File: config.mk
export PLATFORM = sky130hd
export DESIGN_NAME = i4003_driver
export DESIGN_NICKNAME = d
export VERILOG_FILES = /design/src/rtl/i4003_driver.sv
export SDC_FILE = /design/constraint.sdc
export NUM_CORES = 1
export LEC_CHECK = 0
export CAP_MARGIN = 10
export CORE_UTILIZATION = 42
export DETAILED_ROUTE_END_ITERATION = 16
export PLACE_DENSITY = 0.77
export SYNTH_ARGS = -nofsm -noshare
export SYNTH_HDL_FRONTEND = slang
export SYNTH_SLANG_ARGS = --single-unit
File: constraint.sdc
create_clock -name sysclk -period 1.7 [get_ports sysclk]
set_input_delay 0.51 -clock sysclk [delete_from_list [all_inputs] [get_ports sysclk]]
set_output_delay 0.51 -clock sysclk [all_outputs]
set_load 0.1 [all_outputs]
File: src/rtl/i4003_driver.sv
// i4003_driver: shift-clock and serial-data master for a daisy-chain of i4003
// shift registers. A parallel word is shifted out MSB first, with cp low and
// high phases stretched to whole sysclk cycles that are never shorter than
// CP_LOW_NS / CP_HIGH_NS.
// Optional feature: define I4003_DRIVER_READBACK_EN to add the readback port.
// It captures the chain's previous contents from chain_out while the new word
// is shifted in.
module i4003_driver #(
  parameter  int SYSCLK_TCY = 20,
  parameter  int CHAIN_LEN  = 1,
  parameter  int CP_LOW_NS  = 500,
  parameter  int CP_HIGH_NS = 500,
  localparam int NBITS      = 10 * CHAIN_LEN
) (
  input  logic             sysclk,
  input  logic             rst_n,
  input  logic             start,
  input  logic [NBITS-1:0] data,
  input  logic             chain_out,
  output logic             busy,
  output logic             done,
  output logic             cp,
  output logic             sd,
  output logic             enable
`ifdef I4003_DRIVER_READBACK_EN
  ,
  output logic [NBITS-1:0] readback
`endif
);

  // Phase lengths in sysclk cycles, rounded up and at least one cycle.
  localparam int TL_CEIL = (CP_LOW_NS + SYSCLK_TCY - 1) / SYSCLK_TCY;
  localparam int TH_CEIL = (CP_HIGH_NS + SYSCLK_TCY - 1) / SYSCLK_TCY;
  localparam int TL      = (TL_CEIL < 1) ? 1 : TL_CEIL;
  localparam int TH      = (TH_CEIL < 1) ? 1 : TH_CEIL;
  localparam int TMAX    = (TL > TH) ? TL : TH;
  localparam int CW      = (TMAX > 1) ? $clog2(TMAX) : 1;
  localparam int BW      = $clog2(NBITS + 1);

  // Phase counters count down from length-1 to zero.
  localparam logic [CW-1:0] TL_LOAD    = CW'(TL - 1);
  localparam logic [CW-1:0] TH_LOAD    = CW'(TH - 1);
  localparam logic [BW-1:0] NBITS_LOAD = BW'(NBITS);

  typedef enum logic [1:0] {
    S_IDLE,
    S_LOW,
    S_HIGH,
    S_TAIL
  } state_t;

  state_t           state_q,  state_d;
  logic [CW-1:0]    phase_q,  phase_d;
  logic [BW-1:0]    bits_q,   bits_d;
  logic [NBITS-1:0] shreg_q,  shreg_d;
  logic             cp_q,     cp_d;
  logic             sd_q,     sd_d;
  logic             busy_q,   busy_d;
  logic             done_q,   done_d;
  logic             enable_q, enable_d;
  // Set by the first completed transfer; enable stays low until then.
  logic             primed_q, primed_d;

`ifdef I4003_DRIVER_READBACK_EN
  logic [NBITS-1:0] rb_sh_q, rb_sh_d;
  logic [NBITS-1:0] rb_q,    rb_d;
`else
  // chain_out only matters when readback is built.
  logic unused_chain_out;
  assign unused_chain_out = chain_out;
`endif

  // Next-state, phase timing, shifting and next values of the registered outputs.
  always_comb begin
    // NOTE: every signal gets a default before the case so no path leaves one unassigned (no latches).
    state_d  = state_q;
    phase_d  = phase_q;
    bits_d   = bits_q;
    shreg_d  = shreg_q;
    cp_d     = cp_q;
    sd_d     = sd_q;
    busy_d   = busy_q;
    done_d   = 1'b0;
`ifdef I4003_DRIVER_READBACK_EN
    rb_sh_d  = rb_sh_q;
    rb_d     = rb_q;
`endif

    unique case (state_q)
      S_IDLE: begin
        cp_d   = 1'b0;
        busy_d = 1'b0;
        // busy_q is still high during the done cycle, so start is ignored there.
        if (start && !busy_q) begin
          shreg_d = data;
          bits_d  = NBITS_LOAD;
          phase_d = TL_LOAD;
          sd_d    = data[NBITS-1];
          busy_d  = 1'b1;
          state_d = S_LOW;
        end
      end

      S_LOW: begin
        if (phase_q == '0) begin
          phase_d = TH_LOAD;
          cp_d    = 1'b1;
          state_d = S_HIGH;
`ifdef I4003_DRIVER_READBACK_EN
          // chain_out still shows the bit the chain is about to shift out.
          rb_sh_d = {rb_sh_q[NBITS-2:0], chain_out};
`endif
        end else begin
          phase_d = phase_q - CW'(1);
        end
      end

      S_HIGH: begin
        if (phase_q == '0) begin
          shreg_d = {shreg_q[NBITS-2:0], 1'b0};
          bits_d  = bits_q - BW'(1);
          cp_d    = 1'b0;
          phase_d = TL_LOAD;
          if (bits_q == BW'(1)) begin
            state_d = S_TAIL;
          end else begin
            // sd moves only together with the falling edge of cp.
            sd_d    = shreg_q[NBITS-2];
            state_d = S_LOW;
          end
        end else begin
          phase_d = phase_q - CW'(1);
        end
      end

      S_TAIL: begin
        if (phase_q == '0) begin
          done_d  = 1'b1;
          state_d = S_IDLE;
`ifdef I4003_DRIVER_READBACK_EN
          rb_d    = rb_sh_q;
`endif
        end else begin
          phase_d = phase_q - CW'(1);
        end
      end

      default: state_d = S_IDLE;
    endcase

    primed_d = primed_q | done_d;
    enable_d = primed_d & ~busy_d;
  end

  // State and registered outputs; everything clears immediately on reset.
  always_ff @(posedge sysclk or negedge rst_n) begin
    // NOTE: sequential state uses non-blocking assignments so every register sees pre-edge values.
    if (!rst_n) begin
      state_q  <= S_IDLE;
      phase_q  <= '0;
      bits_q   <= '0;
      // NOTE: the data shift register is only NBITS flops, so it takes the async reset like all other state.
      shreg_q  <= '0;
      cp_q     <= 1'b0;
      sd_q     <= 1'b0;
      busy_q   <= 1'b0;
      done_q   <= 1'b0;
      enable_q <= 1'b0;
      primed_q <= 1'b0;
    end else begin
      state_q  <= state_d;
      phase_q  <= phase_d;
      bits_q   <= bits_d;
      shreg_q  <= shreg_d;
      cp_q     <= cp_d;
      sd_q     <= sd_d;
      busy_q   <= busy_d;
      done_q   <= done_d;
      enable_q <= enable_d;
      primed_q <= primed_d;
    end
  end

`ifdef I4003_DRIVER_READBACK_EN
  // Readback collection register and the word presented at done.
  always_ff @(posedge sysclk or negedge rst_n) begin
    if (!rst_n) begin
      rb_sh_q <= '0;
      rb_q    <= '0;
    end else begin
      rb_sh_q <= rb_sh_d;
      rb_q    <= rb_d;
    end
  end

  assign readback = rb_q;
`endif

  assign busy   = busy_q;
  assign done   = done_q;
  assign cp     = cp_q;
  assign sd     = sd_q;
  assign enable = enable_q;

endmodule

## Yosys cells after proc, flatten, opt, wreduce, memory -nomap -nowiden

Index checks and enable logic that the tools add are counted.

| storage, ports and cells | value |
|---|---|
| bits in registers | 26 |
| output and inout bits | 5 |
| word-level logic and storage cells | 64 |

| operators by class | value |
|---|---|
| multiplexer cells | 27 |
| equal/unequal tests | 10 |
| reductions and logical operators | 12 |
| bitwise gates (word level) | 3 |
| add/sub/neg operators | 2 |

Operators by type and width:

| kind | count |
|---|---|
| $mux W9 | 2 |
| $pmux W9 S2 | 1 |
| $mux W5 | 3 |
| $pmux W5 S3 | 1 |
| $ne A2 B2 Y1 const B | 6 |
| $mux W2 | 5 |
| $mux W1 | 9 |
| $mux W4 | 2 |
| $pmux W2 S4 | 1 |
| $pmux W4 S2 | 1 |
| $reduce_and A4 Y1 | 2 |
| $reduce_and A3 Y1 | 2 |
| $logic_not A5 Y1 | 1 |
| $sub A5 B1 Y5 const B | 1 |
| $eq A2 B2 Y1 const B | 2 |
| $eq A4 B1 Y1 const B | 1 |
| $sub A4 B1 Y4 const B | 1 |
| $pmux W1 S3 | 1 |
| $reduce_bool A3 Y1 | 1 |
| $eq A2 B1 Y1 const B | 1 |
| $logic_not A2 Y1 | 1 |
| $pmux W1 S2 | 1 |
| $reduce_and A2 Y1 | 1 |
| $reduce_bool A2 Y1 | 1 |
| other kinds (6) | 6 |

## Longest topological paths before layout

| logic depth | value |
|---|---|
| word-level depth | 6 |
| gate-level depth with buffers | 8 |
| gate-level depth less buffers | 6 |

## Worst setup path before layout

No wires, ideal clock.

| path | value |
|---|---|
| path type | register to register |
| start | register busy_q (netlist: busy) |
| end | register sd_q (netlist: sd) |
| period minus slack after synthesis | 2.062 ns |
| required time | 1.575 ns |
| data arrival time | 1.937 ns |
| path buffers | 1 |
| setup time | 0.125 ns |
| stages on the path, launching flop included | 6 |
| path slack | -0.362 ns |
| path through | dfrtp_1 nor2b_1 clkbuf_1 mux2i_1 a211oi_1 mux2_2 |

| on the way | value |
|---|---|
| word-level cells in the longest chain between the ends | 4 |

RTL lines:

| element | line | source |
|---|---|---|
| start: declaration | 58 | `logic busy_q, busy_d;` |
| start signal: assignment | 177 | `busy_q <= busy_d;` |
| $logic_not A1 Y1 | 94 | `if (start && !busy_q) begin` |
| $logic_and A1 B1 Y1 | 94 |  |
| $ne A2 B2 Y1 (no line) | -- |  |
| $reduce_and A4 Y1 (no line) | -- |  |
| end signal: assignment | 165 | `sd_q <= 1'b0;` |
| end signal: assignment | 176 | `sd_q <= sd_d;` |
| end: declaration | 57 | `logic sd_q, sd_d;` |

Every way passes these cells.
A chain may end at the register's enable or synchronous reset.

## Worst setup path after layout

| path | value |
|---|---|
| start | register phase_q[1] |
| end | register shreg_q[6] |

| on the way | value |
|---|---|
| word-level cells in the longest chain between the ends | 3 |

RTL lines:

| element | line | source |
|---|---|---|
| start: declaration | 53 | `logic [CW-1:0] phase_q, phase_d;` |
| start signal: assignment | 172 | `phase_q <= phase_d;` |
| $logic_not A5 Y1 | 119 | `if (phase_q == '0) begin` |
| $ne A2 B2 Y1 (no line) | -- |  |
| $reduce_and A3 Y1 (no line) | -- |  |
| end signal: assignment | 174 | `shreg_q <= shreg_d;` |
| end: declaration | 55 | `logic [NBITS-1:0] shreg_q, shreg_d;` |

Every way passes these cells.

==> impl_metrics.csv <==
group,metric,value,unit
synthesis,yosysTopAreaCell,"dfrtp_1",
grt,track_usage,21.7,%
synthesis,ys_seq_area_share,42.0,%
cells_and_area,fin_nets,220,
setup_path,slowest_delay,490,ps
routing,dr.pass1.iters,4,
setup_path,path_cells,"inv_2, ha_4, or4b_4, buf_6, a21oi_1, o22a_1",
setup_path,cp-end-kind,"flop",
power,total_power,4.47,mW
synthesis,synth_edf_count,0,
synthesis,synth_flop_cell,"dfrtp_1",
place,port_buffers,17,
cells_and_area,final_layout_size_suffix_gt1_share,33.3,%
cells_and_area,final_common_cell,"dfrtp_1",
place,dp_hpwl,2.67,mm
grt,grt_max_degree,27,
timing,fin_skew,5.22,ps
cts,tritoncts,"yes",
flow_run,drv_cap,0,
synthesis,yosys_warnings,0,
hold_path,hp-class,"flop to flop",
power,vdd_ir_drop_max,0.00152,V
routing,via_count,1409,
routing,drc,0,
cts,cts_inserted_buffers,3,
cts,hold_buffers,0,
routing,via_per_inst,5.77,
cts,cts-root-buf,"clkbuf_8",
floorplan,die_height,62.8,microns
cts,clkTransAtPathRegs,90,ps
routing,drt-total-wl,3.92,mm
grt,antenna_found_initial,0,
floorplan,rows,21,
routing,wl_per_cell,16.1,microns
timing,period_needed,1800,ps
setup_path,cp_top_family,"simple AND/OR/NAND/NOR gates",
cells_and_area,fill_cells,252,
place,gp_congestion,0.825,
routing,antenna_left,0,
timing,setup_viol,11,
place,place_inst,235,
floorplan,initial_utilization,45.0,%
timing,layout_setup_ws,-99.0,ps
setup_path,crit_path_top_delay_cell,"or4b_4",
place,place_area,0.00201,sq mm
cts,h-tree-depth,1,
cells_and_area,layout_common_cells,"dfrtp_1, buf_4, a21oi_1, clkdlybuf4s50_1, nor2_1",
cts,clkSinkCount,26,
timing,max_freq,556,MHz
place,dp_slack,-290,ps
synthesis,ys_ff_latch,26,
timing,fin_crit_sh,106,%
power,power.density,2020,mW/mm^2
grt,grt.overflow.total,0,
setup_path,cp.buffers_inverters,2,
setup_path,cp_max_fo,10,
outcome,violations,"negative setup slack",
cells_and_area,fin_cells,244,
cells_and_area,fin_area,0.00222,sq mm
floorplan,boundaryPins,19,
floorplan,die_x,62.8,microns
setup_path,crit_required,1920,ps
grt,grt_pass1_vias,1502,
synthesis,synth_area_leaders,"dfrtp_1, ha_1, a21oi_1",
timing,worst_slew_pin_slew,334,ps
setup_path,cp.arrival,2020,ps
synthesis,synth_fp_nets,183,
grt,grt_pass1_wl,6.84,mm
timing,relSlewSlack,77.5,%
synthesis,synth_top_area_share,42.0,%
timing,drv_slew,0,
floorplan,fp.dieArea,0.00394,sq mm
cts,cts_buffer_depth,2,
cells_and_area,diodes,0,
cts,insertion_delay,280,ps
synthesis,ys_types,39,
power,total_leakage_power,0.969,nW
setup_path,critPathKind,"flop to flop",
synthesis,synth_area,0.00155,sq mm
floorplan,coreArea,0.00344,sq mm
synthesis,async_flop_share,100,%
synthesis,syn_inst,162,
timing,whs,467,ps
synthesis,avgSynthCellArea,9.57,sq um
routing,first_iter_violations,75,
timing,rsz0062_at_grt,"yes",
setup_path,startpoint_type,"flop",
cells_and_area,syn2layout_area_growth,42.9,%
outcome,status,"finished, violations left",
timing,hold_violations,0,
## worst register-to-register path, stage by stage (launching register included)
cell     delay [ps]
dfrtp_1         400
inv_2            80
ha_4            140
or4b_4          490
buf_6           170
a21oi_1         250
o22a_1          190
## stage by stage
stage          TNS [ps]  util, %
6_report           -570     64.4
3_5_place_dp      -3480     58.4
4_1_cts            -543     61.9
5_1_grt           -1410     64.4
3_3_place_gp      -2680     58.4
2_1_floorplan     -45.8        -
## power breakdown
group / total, mW / internal (mW) / leakage [nW] / switching (mW)
Sequential: 1.13 / 0.881 / 0.309 / 0.246
Clock: 0.520 / 0.315 / 0.0357 / 0.205
Combinational: 2.82 / 1.31 / 0.625 / 1.51
Total: 4.47 / 2.50 / 0.969 / 1.96
## kinds of logic (layout without fill, tap and decap cells)
group,after synthesis,after routing,synth area share (%)
AOI/OAI and AO/OA,55,55,24.7
adders and majority gates,7,7,5.65
buffers and inverters,24,60,6.54
DFF,26,26,42.0
muxes,8,8,5.41
and+or+nand+nor,42,42,15.7
## layout make-up
type / count / area [sq um] / area share, %
multi-input cells: 112 / 931 / 42.0
flip-flops and latches: 26 / 656 / 29.6
repair buffers: 43 / 452 / 20.4
well taps: 46 / 57.6 / 2.60
inverters: 13 / 48.8 / 2.20
clock buffers: 3 / 41.3 / 1.86
clock inverters: 1 / 30.0 / 1.36
## flip-flops by register name (all words and copies together), names as in the netlist
name	count
shreg_q	9
phase_q	5
bits_q	4
state_q	2
busy	1
cp	1
done	1
enable	1
primed_q	1
sd	1
## path summary, 6_finish.rpt
check,from,to,slack [ps],cells after the start
worst min-delay path,primed_q,primed_q,470,1
worst min register to register,primed_q,primed_q,470,1
worst max register to register,phase_q[1],shreg_q[6],-100,6
max in group asynchronous,rst_n,busy,960,2
min in group asynchronous,rst_n,phase_q[2],570,2
worst max-delay path,phase_q[1],shreg_q[6],-100,6
## layer usage
layer | global-route usage [%] | part of all wire (%)
met5 | 0 | 0
met4 | 6.69 | 0.84
met3 | 3.28 | 4.0
met2 | 36.8 | 51
met1 | 28.2 | 44
## cell usage after synthesis (2+ instances only)
| library cell | count |
|---|---|
| mux2_2 | 3 |
| nand3_1 | 2 |
| mux2i_1 | 5 |
| a21oi_1 | 13 |
| ha_1 | 7 |
| o221ai_1 | 2 |
| inv_1 | 13 |
| buf_2 | 3 |
| or3b_2 | 2 |
| dfrtp_1 | 26 |
| o22a_1 | 3 |
| o31ai_1 | 3 |
| a21o_1 | 5 |
| nor3_1 | 7 |
| a22oi_1 | 2 |
| o22ai_1 | 8 |
| nor2b_1 | 2 |
| nand2_1 | 6 |
| nand2b_1 | 4 |
| o21ai_0 | 3 |
| clkbuf_1 | 7 |
| nor2_1 | 12 |
| o21bai_1 | 2 |
| o2bb2ai_1 | 7 |
## what timing repair did
item                       in CTS  in global routing
resized for setup               5                 16
pin swaps                       3                  4
gates cloned                    0                  0
setup endpoints to repair      19                 21
buffers inserted                3                  3
Power figures use the tool's default switching activity.
